$ cat src/rtl/controller_emulator.sv
// Purpose: emulates one NES-style gamepad on the console's serial controller port.
// Latency: console clk/latch edge to serial_no change is SYNC_STAGES+2 clk cycles.
// Backpressure: host_ready_o is low while one button value is pending; the slot frees on each latch rise.
//
// Ports: clk, rst_ni (synchronous, active-low)
//        host_buttons_i/host_valid_i/host_ready_o : host button handshake (bit 7 = A ... bit 0 = Right)
//        controller_clk_i/controller_latch_i      : asynchronous console shift clock and load strobe
//        serial_no                                : registered active-low serial data
//        poll_count_o / stale_o                   : completed polls, and no poll for TIMEOUT_CYCLES
module controller_emulator #(
    parameter int   SYNC_STAGES    = 2,
    parameter logic FILL_LEVEL     = 1'b1,
    parameter int   TIMEOUT_CYCLES = 1_000_000
) (
    input  logic        clk,
    input  logic        rst_ni,
    input  logic [7:0]  host_buttons_i,
    input  logic        host_valid_i,
    output logic        host_ready_o,
    input  logic        controller_clk_i,
    input  logic        controller_latch_i,
    output logic        serial_no,
    output logic [15:0] poll_count_o,
    output logic        stale_o
);
    localparam int            TW          = $clog2(TIMEOUT_CYCLES + 1);
    localparam logic [TW-1:0] TIMEOUT_VAL = TW'(TIMEOUT_CYCLES);

    typedef enum logic [1:0] {ST_IDLE, ST_LOAD, ST_SHIFT, ST_DRAIN} state_t;

    // Synchronizers: bit 0 takes the raw input, bit SYNC_STAGES-1 is the settled value.
    logic [SYNC_STAGES-1:0] r_clk_sync;
    logic [SYNC_STAGES-1:0] r_latch_sync;
    logic                   r_clk_prev;
    logic                   r_latch_prev;
    logic                   w_clk_rise;
    logic                   w_latch_rise;
    logic                   w_latch_fall;

    state_t        r_state;
    logic [7:0]    r_active;
    logic [7:0]    r_pending;
    logic          r_pend_full;
    logic [7:0]    r_shift;
    logic [2:0]    r_bit_cnt;
    logic [15:0]   r_poll_cnt;
    logic          r_serial;
    logic [TW-1:0] r_timer;
    logic [TW-1:0] w_timer_next;
    logic          r_stale;
    logic          w_accept;

    always_ff @(posedge clk) begin
        if (!rst_ni) begin
            r_clk_sync   <= '0;
            r_latch_sync <= '0;
            r_clk_prev   <= 1'b0;
            r_latch_prev <= 1'b0;
        end else begin
            r_clk_sync   <= {r_clk_sync[SYNC_STAGES-2:0], controller_clk_i};
            r_latch_sync <= {r_latch_sync[SYNC_STAGES-2:0], controller_latch_i};
            r_clk_prev   <= r_clk_sync[SYNC_STAGES-1];
            r_latch_prev <= r_latch_sync[SYNC_STAGES-1];
        end
    end

    assign w_clk_rise   =  r_clk_sync[SYNC_STAGES-1]   && !r_clk_prev;
    assign w_latch_rise =  r_latch_sync[SYNC_STAGES-1] && !r_latch_prev;
    assign w_latch_fall = !r_latch_sync[SYNC_STAGES-1] &&  r_latch_prev;
    assign w_accept     =  host_valid_i && !r_pend_full;

    // Stale timer saturates; stale_o is derived from the next value so it
    // asserts on the same edge the timer reaches TIMEOUT_CYCLES.
    always_comb begin
        w_timer_next = r_timer;
        if (w_latch_rise) begin
            w_timer_next = '0;
        end else if (r_timer != TIMEOUT_VAL) begin
            w_timer_next = r_timer + TW'(1);
        end
    end

    always_ff @(posedge clk) begin
        if (!rst_ni) begin
            r_timer <= '0;
            r_stale <= 1'b0;
        end else begin
            r_timer <= w_timer_next;
            r_stale <= (w_timer_next == TIMEOUT_VAL);
        end
    end

    // Host slot and poll FSM. The slot hands over to r_active on the latch
    // rise itself, so a value offered after that waits for the next poll.
    always_ff @(posedge clk) begin
        if (!rst_ni) begin
            r_state     <= ST_IDLE;
            r_active    <= 8'h00;
            r_pending   <= 8'h00;
            r_pend_full <= 1'b0;
            r_shift     <= 8'h00;
            r_bit_cnt   <= 3'd0;
            r_poll_cnt  <= 16'h0000;
            r_serial    <= FILL_LEVEL;
        end else begin
            if (w_latch_rise) begin
                if (r_pend_full) begin
                    r_active    <= r_pending;
                    r_pend_full <= 1'b0;
                end else if (w_accept) begin
                    // Value arriving with the latch goes straight to this poll.
                    r_active <= host_buttons_i;
                end
            end else if (w_accept) begin
                r_pending   <= host_buttons_i;
                r_pend_full <= 1'b1;
            end

            unique case (r_state)
                ST_IDLE: begin
                    r_serial <= FILL_LEVEL;
                    if (w_latch_rise) r_state <= ST_LOAD;
                end
                ST_LOAD: begin
                    r_serial <= ~r_active[7];
                    r_shift  <= r_active;
                    if (!w_latch_rise && w_latch_fall) begin
                        r_state    <= ST_SHIFT;
                        r_bit_cnt  <= 3'd0;
                        r_poll_cnt <= r_poll_cnt + 16'd1;
                    end
                end
                ST_SHIFT: begin
                    r_serial <= ~r_shift[7];
                    // Latch rise takes priority over a coincident clk rise.
                    if (w_latch_rise) begin
                        r_state <= ST_LOAD;
                    end else if (w_clk_rise) begin
                        r_shift   <= {r_shift[6:0], 1'b0};
                        r_bit_cnt <= r_bit_cnt + 3'd1;
                        if (r_bit_cnt == 3'd7) r_state <= ST_DRAIN;
                    end
                end
                ST_DRAIN: begin
                    r_serial <= FILL_LEVEL;
                    if (w_latch_rise) r_state <= ST_LOAD;
                end
                default: r_state <= ST_IDLE;
            endcase
        end
    end

    assign host_ready_o = !r_pend_full;
    assign serial_no    = r_serial;
    assign poll_count_o = r_poll_cnt;
    assign stale_o      = r_stale;

endmodule
$ cat config.mk
export PLATFORM = sky130hd
export DESIGN_NAME = controller_emulator
export DESIGN_NICKNAME = d
export VERILOG_FILES = /design/src/rtl/controller_emulator.sv
export SDC_FILE = /design/constraint.sdc
export NUM_CORES = 1
export LEC_CHECK = 0
export BUFFER_PORTS_ARGS = -buffer_cell sky130_fd_sc_hd__buf_4
export CAP_MARGIN = 20
export CORE_MARGIN = 10
export CORE_UTILIZATION = 60
export CTS_BUF_LIST = sky130_fd_sc_hd__clkbuf_4 sky130_fd_sc_hd__clkbuf_8
export CTS_CLUSTER_SIZE = 14
export DETAILED_ROUTE_END_ITERATION = 10
export PLACE_DENSITY_LB_ADDON = 0.3
export RECOVER_POWER = 100
export SLEW_MARGIN = 15
export SYNTH_ARGS = -nofsm -noshare
export SYNTH_HDL_FRONTEND = slang
export SYNTH_SLANG_ARGS = --single-unit
$ cat constraint.sdc
create_clock -name clk -period 5.2 [get_ports clk]
set_clock_uncertainty 0.15 [all_clocks]
set_input_delay 0.52 -clock clk [delete_from_list [all_inputs] [get_ports clk]]
set_output_delay 0.52 -clock clk [all_outputs]
set_load 0.01 [all_outputs]
* Word-level counts from Yosys, hierarchy flattened
Index checks and enable logic that the tools add are counted.
** Word-level totals
- Register bits :: 74
- Input bits :: 13
- Output and inout port bits :: 19
- Word-level logic and storage cells :: 72
** Cells by class
- Add/sub/neg operators :: 3
- Equality and inequality tests :: 12
- Multiplexer cells :: 18
- Bitwise gates (word level) :: 4
- Reductions and logical operators :: 21
** Operator list (count)
- two-way mux 20 bit :: 2
- two-way mux 8 bit :: 4
- adder 20 x 1 -> 20 bit (second input constant) :: 1
- equality test 20 bit (second input constant) :: 1
- != test 20 bit (second input constant) :: 1
- adder 16 x 1 -> 16 bit (second input constant) :: 1
- one-hot mux 8 bit (2 select lines) :: 1
- two-way mux 2 bit :: 5
- two-way mux 3 bit :: 3
- AND reduction 4 bit :: 2
- != test 2 bit (second input constant) :: 3
- != test 3 bit (second input constant) :: 2
- one-hot mux 2 bit (3 select lines) :: 1
- one-hot mux 3 bit (2 select lines) :: 1
- AND reduction 2 bit :: 3
- logical AND 1 bit :: 5
- zero test 1 bit :: 5
- equality test 2 bit (second input constant) :: 2
- NOT 1 bit :: 4
- nonzero test 2 bit :: 2
- OR reduction 2 bit :: 2
- adder 3 x 1 -> 3 bit (second input constant) :: 1
- equality test 3 bit (second input constant) :: 1
- one-hot mux 1 bit (3 select lines) :: 1
- 4 further kinds :: 4

* Logic depth before layout (Yosys ltp)
Gate-level depths: netlist (run 1).
- Depth in word-level cells :: 6
- Mapped depth :: 8
- Depth with buffers taken out :: 7

* Worst setup path before layout (run 1)
Ideal clock, no wire load.
- Path type :: register -> register
- From :: reg r_timer[1]
- To :: reg r_stale (netlist: stale_o)
- Setup time :: 103 ps
- Data arrival time :: 1929 ps
- Data required time :: 4947 ps
- Path slack :: 3018 ps
- Stages on the path, launching flop included :: 7
- Buffers on the path :: 0
- Clock period less this slack :: 2182 ps
- Cells stage by stage :: dfxtp_1 ha_1 nand3_2 nor4_1 xor2_1 a2111o_1 a2111oi_2
** Between the ends
- Word-level cells in the longest chain between the ends :: 4
- Elaborated cells between the ends (all ways) :: 5
- Classes of those cells :: add/sub: 1; eq/ne: 2; mux: 2
** RTL lines
- start, declared :: RTL line 48 : logic [TW-1:0] r_timer;
- start signal, assigned :: RTL line 88 : r_timer <= w_timer_next;
- adder 20 x 1 -> 20 bit or != test 20 bit (tied branches) :: RTL line 79, 78
- two-way mux 20 bit * :: RTL line 78 : end else if (r_timer != TIMEOUT_VAL) begin
- two-way mux 20 bit * :: RTL line 76 : if (w_latch_rise) begin
- equality test 20 bit * :: RTL line 89 : r_stale <= (w_timer_next == TIMEOUT_VAL);
- end signal, assigned :: RTL line 89
- end, declared :: RTL line 50 : logic r_stale;
Every way passes the cells marked *; elsewhere a longest branch is shown, timed or not.
A chain may end at the register's enable or synchronous reset.

* Worst setup path in the final report (run 1)
Ends and elaborated chain as after synthesis.

==> results of run 1 <==
==> sequential cells by signal, summed over array words and instances (netlist names) <==
| signal | cells |
|---|---|
| serial_no | 1 |
| r_timer | 20 |
| r_pend_full | 1 |
| r_state | 2 |
| r_shift | 8 |
| poll_count_o | 16 |
| r_clk_prev | 1 |
| r_bit_cnt | 3 |
| r_active | 8 |
| r_latch_prev | 1 |
| r_pending | 8 |
| stale_o | 1 |
| r_latch_sync | 2 |
| r_clk_sync | 2 |
==> worst max path at each step <==
stage	startpoint	slack (ns)	cells after the start	end
floorplan	r_timer[1]	3.02	6	stale_o
CTS	r_timer[1]	2.77	6	stale_o
global route	r_timer[1]	2.22	6	stale_o
finish	r_timer[1]	2.49	6	stale_o
detailed placement	rst_ni	2.77	5	stale_o
global placement	rst_ni	2.82	5	stale_o
==> where the power goes <==
group / switching, mW / internal [mW] / total, mW / leakage (nW)
Clock: 0.218 / 0.228 / 0.446 / 0.0923
Combinational: 0.118 / 0.0969 / 0.215 / 0.940
Sequential: 0.0278 / 0.610 / 0.638 / 0.601
Total: 0.364 / 0.935 / 1.30 / 1.63
==> layout make-up <==
cell class | instances | area [µm²] | share of cell area (%)
timing repair buffer | 31 | 161 | 4.10
multi-input combinational | 283 | 1970 | 49.9
tap | 75 | 93.8 | 2.38
sequential | 74 | 1480 | 37.6
clock inverter | 6 | 66.3 | 1.68
inverter | 10 | 37.5 | 0.953
clock buffer | 10 | 131 | 3.34
==> per-layer routing <==
metal	global-route usage, %	vias up
met5	0	-
met3	3.31	11
met2	23.0	69
li1	-	1397
met4	8.49	0
met1	18.8	1312
==> cells by family (layout without fill, tap and decap cells) <==
family | Yosys count | count (layout)
fa+ha+maj | 7 | 7
buf+inv | 35 | 57
compound gates | 53 | 53
simple gates | 164 | 164
xor+xnor | 29 | 29
mux | 30 | 30
flops | 74 | 74
==> metrics by stage <==
step	hold WS (ns)	power, mW
3_5_place_dp	0.268	0.871
3_3_place_gp	0.267	0.864
5_1_grt	0.239	1.37
2_1_floorplan	0.262	0.822
4_1_cts	0.217	1.32
6_report	0.236	1.30
==> Yosys cell counts, types with 3 or more instances <==
library cell | instances | area [µm²]
a21oi_1 | 7 | 35.0
o21ai_0 | 9 | 45.0
and4_1 | 4 | 35.0
and3_1 | 4 | 25.0
dfxtp_1 | 74 | 1480
xor2_1 | 15 | 131
nor3_1 | 7 | 35.0
xnor2_1 | 14 | 123
o211a_1 | 15 | 150
buf_4 | 3 | 22.5
a21boi_0 | 7 | 52.6
nand2b_1 | 5 | 31.3
inv_1 | 10 | 37.5
nand3b_1 | 3 | 22.5
nand3_1 | 14 | 70.1
and2_1 | 19 | 119
clkbuf_8 | 3 | 41.3
buf_6 | 3 | 33.8
clkbuf_1 | 14 | 52.6
nor2_1 | 27 | 101
nand4_1 | 11 | 68.8
nand2_1 | 34 | 128
ha_1 | 7 | 87.6
nor2b_1 | 15 | 93.8
mux2i_1 | 30 | 300
or3_1 | 5 | 31.3
==> results.sh, run 1 <==
export IMPL_vdd_drop_max_mv=0.284
export IMPL_path_class="reg -> reg"
export IMPL_crit_family="simple AND/OR/NAND/NOR gates"
export IMPL_drive_above_1_share_pct=7.49
export IMPL_dp_hpwl_um=5000
export IMPL_yosysSeqAreaShare_pct=40.2
export IMPL_grt_max_degree=56
export IMPL_syn_cell_area_um2=3690
export IMPL_track_usage_pct=14.9
export IMPL_postCtsSetupRepairBufs=0
export IMPL_rsz0062_at_grt="no"
export IMPL_synth_simple_gate_area_share_pct=25.7
export IMPL_area_delta_synth_final_pct=6.86
export IMPL_dp_cells=473
export IMPL_synth_flop_cell="dfxtp_1"
export IMPL_postSynthCellCount=392
export IMPL_synth_nets=412
export IMPL_stdcell_area_um2=3940
export IMPL_tightest_slew_ns=0.949
export IMPL_final_core_util_pct=66.1
export IMPL_slew_violations=0
export IMPL_synthMuxAreaShare_pct=8.15
export IMPL_cp_end_kind="flop"
export IMPL_clock_path_buffers=2
export IMPL_wl_met3_um=321
export IMPL_setup_slack_ns=2.49
export IMPL_cp_slowest_cell="dfxtp_1"
export IMPL_regToRegSetupSlack_ns=2.49
export IMPL_status="complete, no violations"
export IMPL_num_rows=28
export IMPL_cp_max_fo=8
export IMPL_routed_wl_um=7090
export IMPL_drc=0
export IMPL_final_nets=429
export IMPL_min_to="r_clk_sync[0]"
export IMPL_setup_viol=0
export IMPL_clk_pin_slew_worst_paths_ns=0.08
export IMPL_wl_met2_um=3400
export IMPL_worstPathRequired_ns=5.26
export IMPL_start_util_pct=61.9
export IMPL_synth_top_family_by_area="simple AND/OR/NAND/NOR gates"
export IMPL_layout_common_cells="dfxtp_1 (74), nand2_1 (34), mux2i_1 (30), nor2_1 (27), clkbuf_1 (19)"
export IMPL_ys_seq_elements=74
export IMPL_cp_start_kind="flop"
export IMPL_viasPerCell=5.70
export IMPL_root_buffer="clkbuf_8"
export IMPL_firstDrtPassIters=6
export IMPL_hold_path_depth=2
export IMPL_cap_viol_max_count=0
export IMPL_antenna_cells=0
export IMPL_min_delay_start="controller_clk_i"
export IMPL_htreeDepth=3
export IMPL_core_area_um2=5960
export IMPL_hold_viol=0
export IMPL_ys_warn_count=0
export IMPL_post_cts_resized=0
export IMPL_synth_xor_area_share_pct=6.89
export IMPL_reg2reg_depth=6
export IMPL_drtIter0Drc=201
export IMPL_syn_area_per_cell_um2=9.40
export IMPL_async_reset_ff_share_pct=0
export IMPL_path_cells="ha_1 > nand3_1 > nor4_1 > xor2_1 > a2111o_1 > a2111oi_0"
export IMPL_vias=2789
export IMPL_dp_slack_ns=2.77
export IMPL_hold_path_class="in -> reg"
export IMPL_max_freq_ghz=0.369
export IMPL_cts_sinks=74
export IMPL_crit_arrival_ns=2.77
export IMPL_detail_route_antenna_nets=0
export IMPL_post_dp_cell_area_um2=3850
export IMPL_rr_startpoint="r_timer[1]"
export IMPL_overflow=0
export IMPL_antenna_found_initial=0
export IMPL_setup_tns_ns=0
export IMPL_die_x_um=98.4
export IMPL_grt_pass1_vias=2648
export IMPL_grt_first_pass_wirelength_um=12200
export IMPL_p_leak_nw=1.63
export IMPL_layout_commonest_cell="dfxtp_1"
export IMPL_n_fill_cell=499
export IMPL_powerDensity_nw_per_um2=330
export IMPL_slew_headroom_pct=36.5
export IMPL_dieArea_um2=9680
export IMPL_min_period_over_period_pct=52.2
export IMPL_die_h_um=98.4
export IMPL_yosysUniqueCellTypes=53
export IMPL_wl_per_cell_um=14.5
export IMPL_boundaryPins=32
export IMPL_cts_buffers=9
export IMPL_gp_congestion=0.848
export IMPL_synth_edf_count=0
export IMPL_instances_no_fill=489
export IMPL_crit_buf_inv=0
export IMPL_yosys_area_share_adder_pct=2.38
export IMPL_m1WireLength_um=3230
export IMPL_io_buffers=31
export IMPL_max_stage_delay_ns=0.45
export IMPL_min_period_ns=2.71
export IMPL_hold_buffers=0
export IMPL_r2r_end="stale_o"
export IMPL_cts_tree="done"
export IMPL_top_layer_used="met4"
export IMPL_synth_compound_area_share_pct=11.4
export IMPL_insertion_delay_ns=0.34
(Power assumes the default switching activity.)
==> run 2: changes to the inputs <==
==> constraint.sdc (replaced) <==
create_clock -name clk -period 2.77 [get_ports clk]
set_clock_uncertainty 0.15 [all_clocks]
set_input_delay 0.277 -clock clk [delete_from_list [all_inputs] [get_ports clk]]
set_output_delay 0.277 -clock clk [all_outputs]
set_load 0.01 [all_outputs]
==> run 2 against run 1 <==
- final cell count rose by 1.2%
- highest routed layer unchanged
- largest power group unchanged
- sequential power increased by 88%
- critical path type unchanged
- routed wire length up 2.7%
==> results.sh, run 2 (synthesis results as in run 1) <==
export IMPL_p_leak_nw=1.67
export IMPL_clock_path_buffers=2
export IMPL_path_class="reg -> reg"
export IMPL_status="complete, no violations"
export IMPL_gp_congestion=0.913
export IMPL_slew_headroom_pct=41.2
export IMPL_cap_viol_max_count=0
export IMPL_cts_sinks=74
export IMPL_layout_common_cells="dfxtp_1 (74), nand2_1 (34), mux2i_1 (30), nor2_1 (27), clkbuf_1 (22)"
export IMPL_min_period_ns=2.48
export IMPL_powerDensity_nw_per_um2=611
export IMPL_firstDrtPassIters=5
export IMPL_n_fill_cell=492
export IMPL_grt_pass1_vias=2721
export IMPL_io_buffers=31
export IMPL_p_int_mw=1.75
export IMPL_register_area_um2=1480
export IMPL_drive_above_1_share_pct=8.33
export IMPL_hold_path_class="in -> reg"
export IMPL_core_area_um2=5960
export IMPL_wl_met3_um=345
export IMPL_root_buffer="clkbuf_8"
export IMPL_largest_register="r_timer"
export IMPL_switchingPower_mw=0.707
export IMPL_setup_viol=0
export IMPL_final_core_util_pct=67.4
export IMPL_die_x_um=98.4
export IMPL_boundaryPins=32
export IMPL_num_rows=28
export IMPL_antenna_found_initial=0
export IMPL_drc=0
export IMPL_p_sw_share_pct=28.8
export IMPL_cp_end_kind="flop"
export IMPL_postCtsSetupRepairBufs=0
export IMPL_htreeDepth=3
export IMPL_vias=2818
export IMPL_top_layer_used="met4"
export IMPL_hold_viol=0
export IMPL_cts_tree="done"
export IMPL_worstPathRequired_ns=2.87
export IMPL_combPwrFrac_pct=17.2
export IMPL_dieArea_um2=9680
export IMPL_detail_route_antenna_nets=0
export IMPL_viasPerCell=5.69
export IMPL_grt_max_degree=56
export IMPL_track_usage_pct=15.5
export IMPL_vdd_drop_max_mv=0.442
export IMPL_start_util_pct=61.9
export IMPL_area_delta_synth_final_pct=8.96
export IMPL_crit_arrival_ns=2.58
export IMPL_drtIter0Drc=123
export IMPL_min_period_over_period_pct=89.6
export IMPL_overflow=0
export IMPL_layout_commonest_cell="dfxtp_1"
export IMPL_tightest_slew_ns=0.881
export IMPL_slew_violations=0
export IMPL_antenna_cells=0
export IMPL_wl_per_cell_um=14.7
export IMPL_power_frac_clock_pct=33.9
export IMPL_grt_first_pass_wirelength_um=12800
export IMPL_cp_max_fo=8
export IMPL_dp_hpwl_um=5080
export IMPL_multiInputGateArea_um2=2010
export IMPL_die_h_um=98.4
export IMPL_m1WireLength_um=3460
export IMPL_final_nets=435
export IMPL_cts_buffers=9
export IMPL_routed_wl_um=7280
export IMPL_setup_tns_ns=0
export IMPL_cp_start_kind="flop"
export IMPL_wl_met2_um=3410
export IMPL_clk_pin_slew_worst_paths_ns=0.08
export IMPL_insertion_delay_ns=0.34
export IMPL_largest_reg_flops=20
export IMPL_max_freq_ghz=0.403
export IMPL_rsz0062_at_grt="no"
export IMPL_p_seq_share_pct=48.9
[run 2: cell types whose count changed in the layout (fill, tap and decap cells not counted), sizes merged]
| cell | delta |
|---|---|
| buf | -1 |
| clkinv | +2 |
| clkinvlp | -1 |
| dlygate4sd3 | +3 |
| clkbuf | +3 |
[run 2: routing by layer]
layer,vias up,global-route usage [%]
met4,0,6.95
met3,11,3.88
met2,64,23.9
li1,1411,-
met5,-,0
met1,1332,19.9
[run 2: power by group through the flow]
stage | sequential [mW] | clock (mW) | combinational [mW]
6_report | 1.20 | 0.832 | 0.422
5_1_grt | 1.21 | 0.888 | 0.474
4_1_cts | 1.20 | 0.854 | 0.434
3_5_place_dp | 1.22 | 0 | 0.424
3_3_place_gp | 1.22 | 0 | 0.410
2_1_floorplan | 1.21 | 0 | 0.334
[run 2: final timing paths]
path              slack [ns]  cells past startpoint             to         startpoint
setup / recovery        0.29                      6        stale_o         r_timer[1]
hold / removal          0.05                      3   r_pending[1]  host_buttons_i[1]
setup reg to reg        0.29                      6        stale_o         r_timer[1]
hold reg to reg         0.29                      1  r_clk_sync[1]      r_clk_sync[0]
[run 2: stage by stage]
| stage | instance area (µm²) | hold slack (ns) | power [mW] | cells | setup slack (ns) |
|---|---|---|---|---|---|
| after floorplan | 3690 | 0.253 | 1.54 | 392 | 0.588 |
| after global placement | 3880 | 0.265 | 1.63 | 476 | 0.468 |
| after detailed placement | 3880 | 0.271 | 1.65 | 476 | 0.334 |
| after CTS | 4100 | 0.0313 | 2.49 | 495 | 0.292 |
| after global routing | 4020 | 0.0526 | 2.57 | 495 | 0.168 |
| final | 4020 | 0.0461 | 2.45 | 495 | 0.288 |
[run 2: critical path: stages, from the launching register on]
cell and delay, ns:
dfxtp_1 0.46, ha_1 0.35, nand3_2 0.22, nor4_1 0.39, xor2_1 0.15, a2111o_1 0.39
a2111oi_2 0.27
[run 2: area by class of cell]
cell class                 count  area share (%)
multi-input combinational    283            50.0
sequential                    74            36.9
timing repair buffer          37            5.05
clock buffer                   9            3.08
inverter                      10           0.935
tap                           75            2.34
clock inverter                 7            1.71
[run 2: repair_timing]
item,in CTS,in global routing
resized for setup,0,0
hold buffers,3,0
hold endpoints to repair,3,0
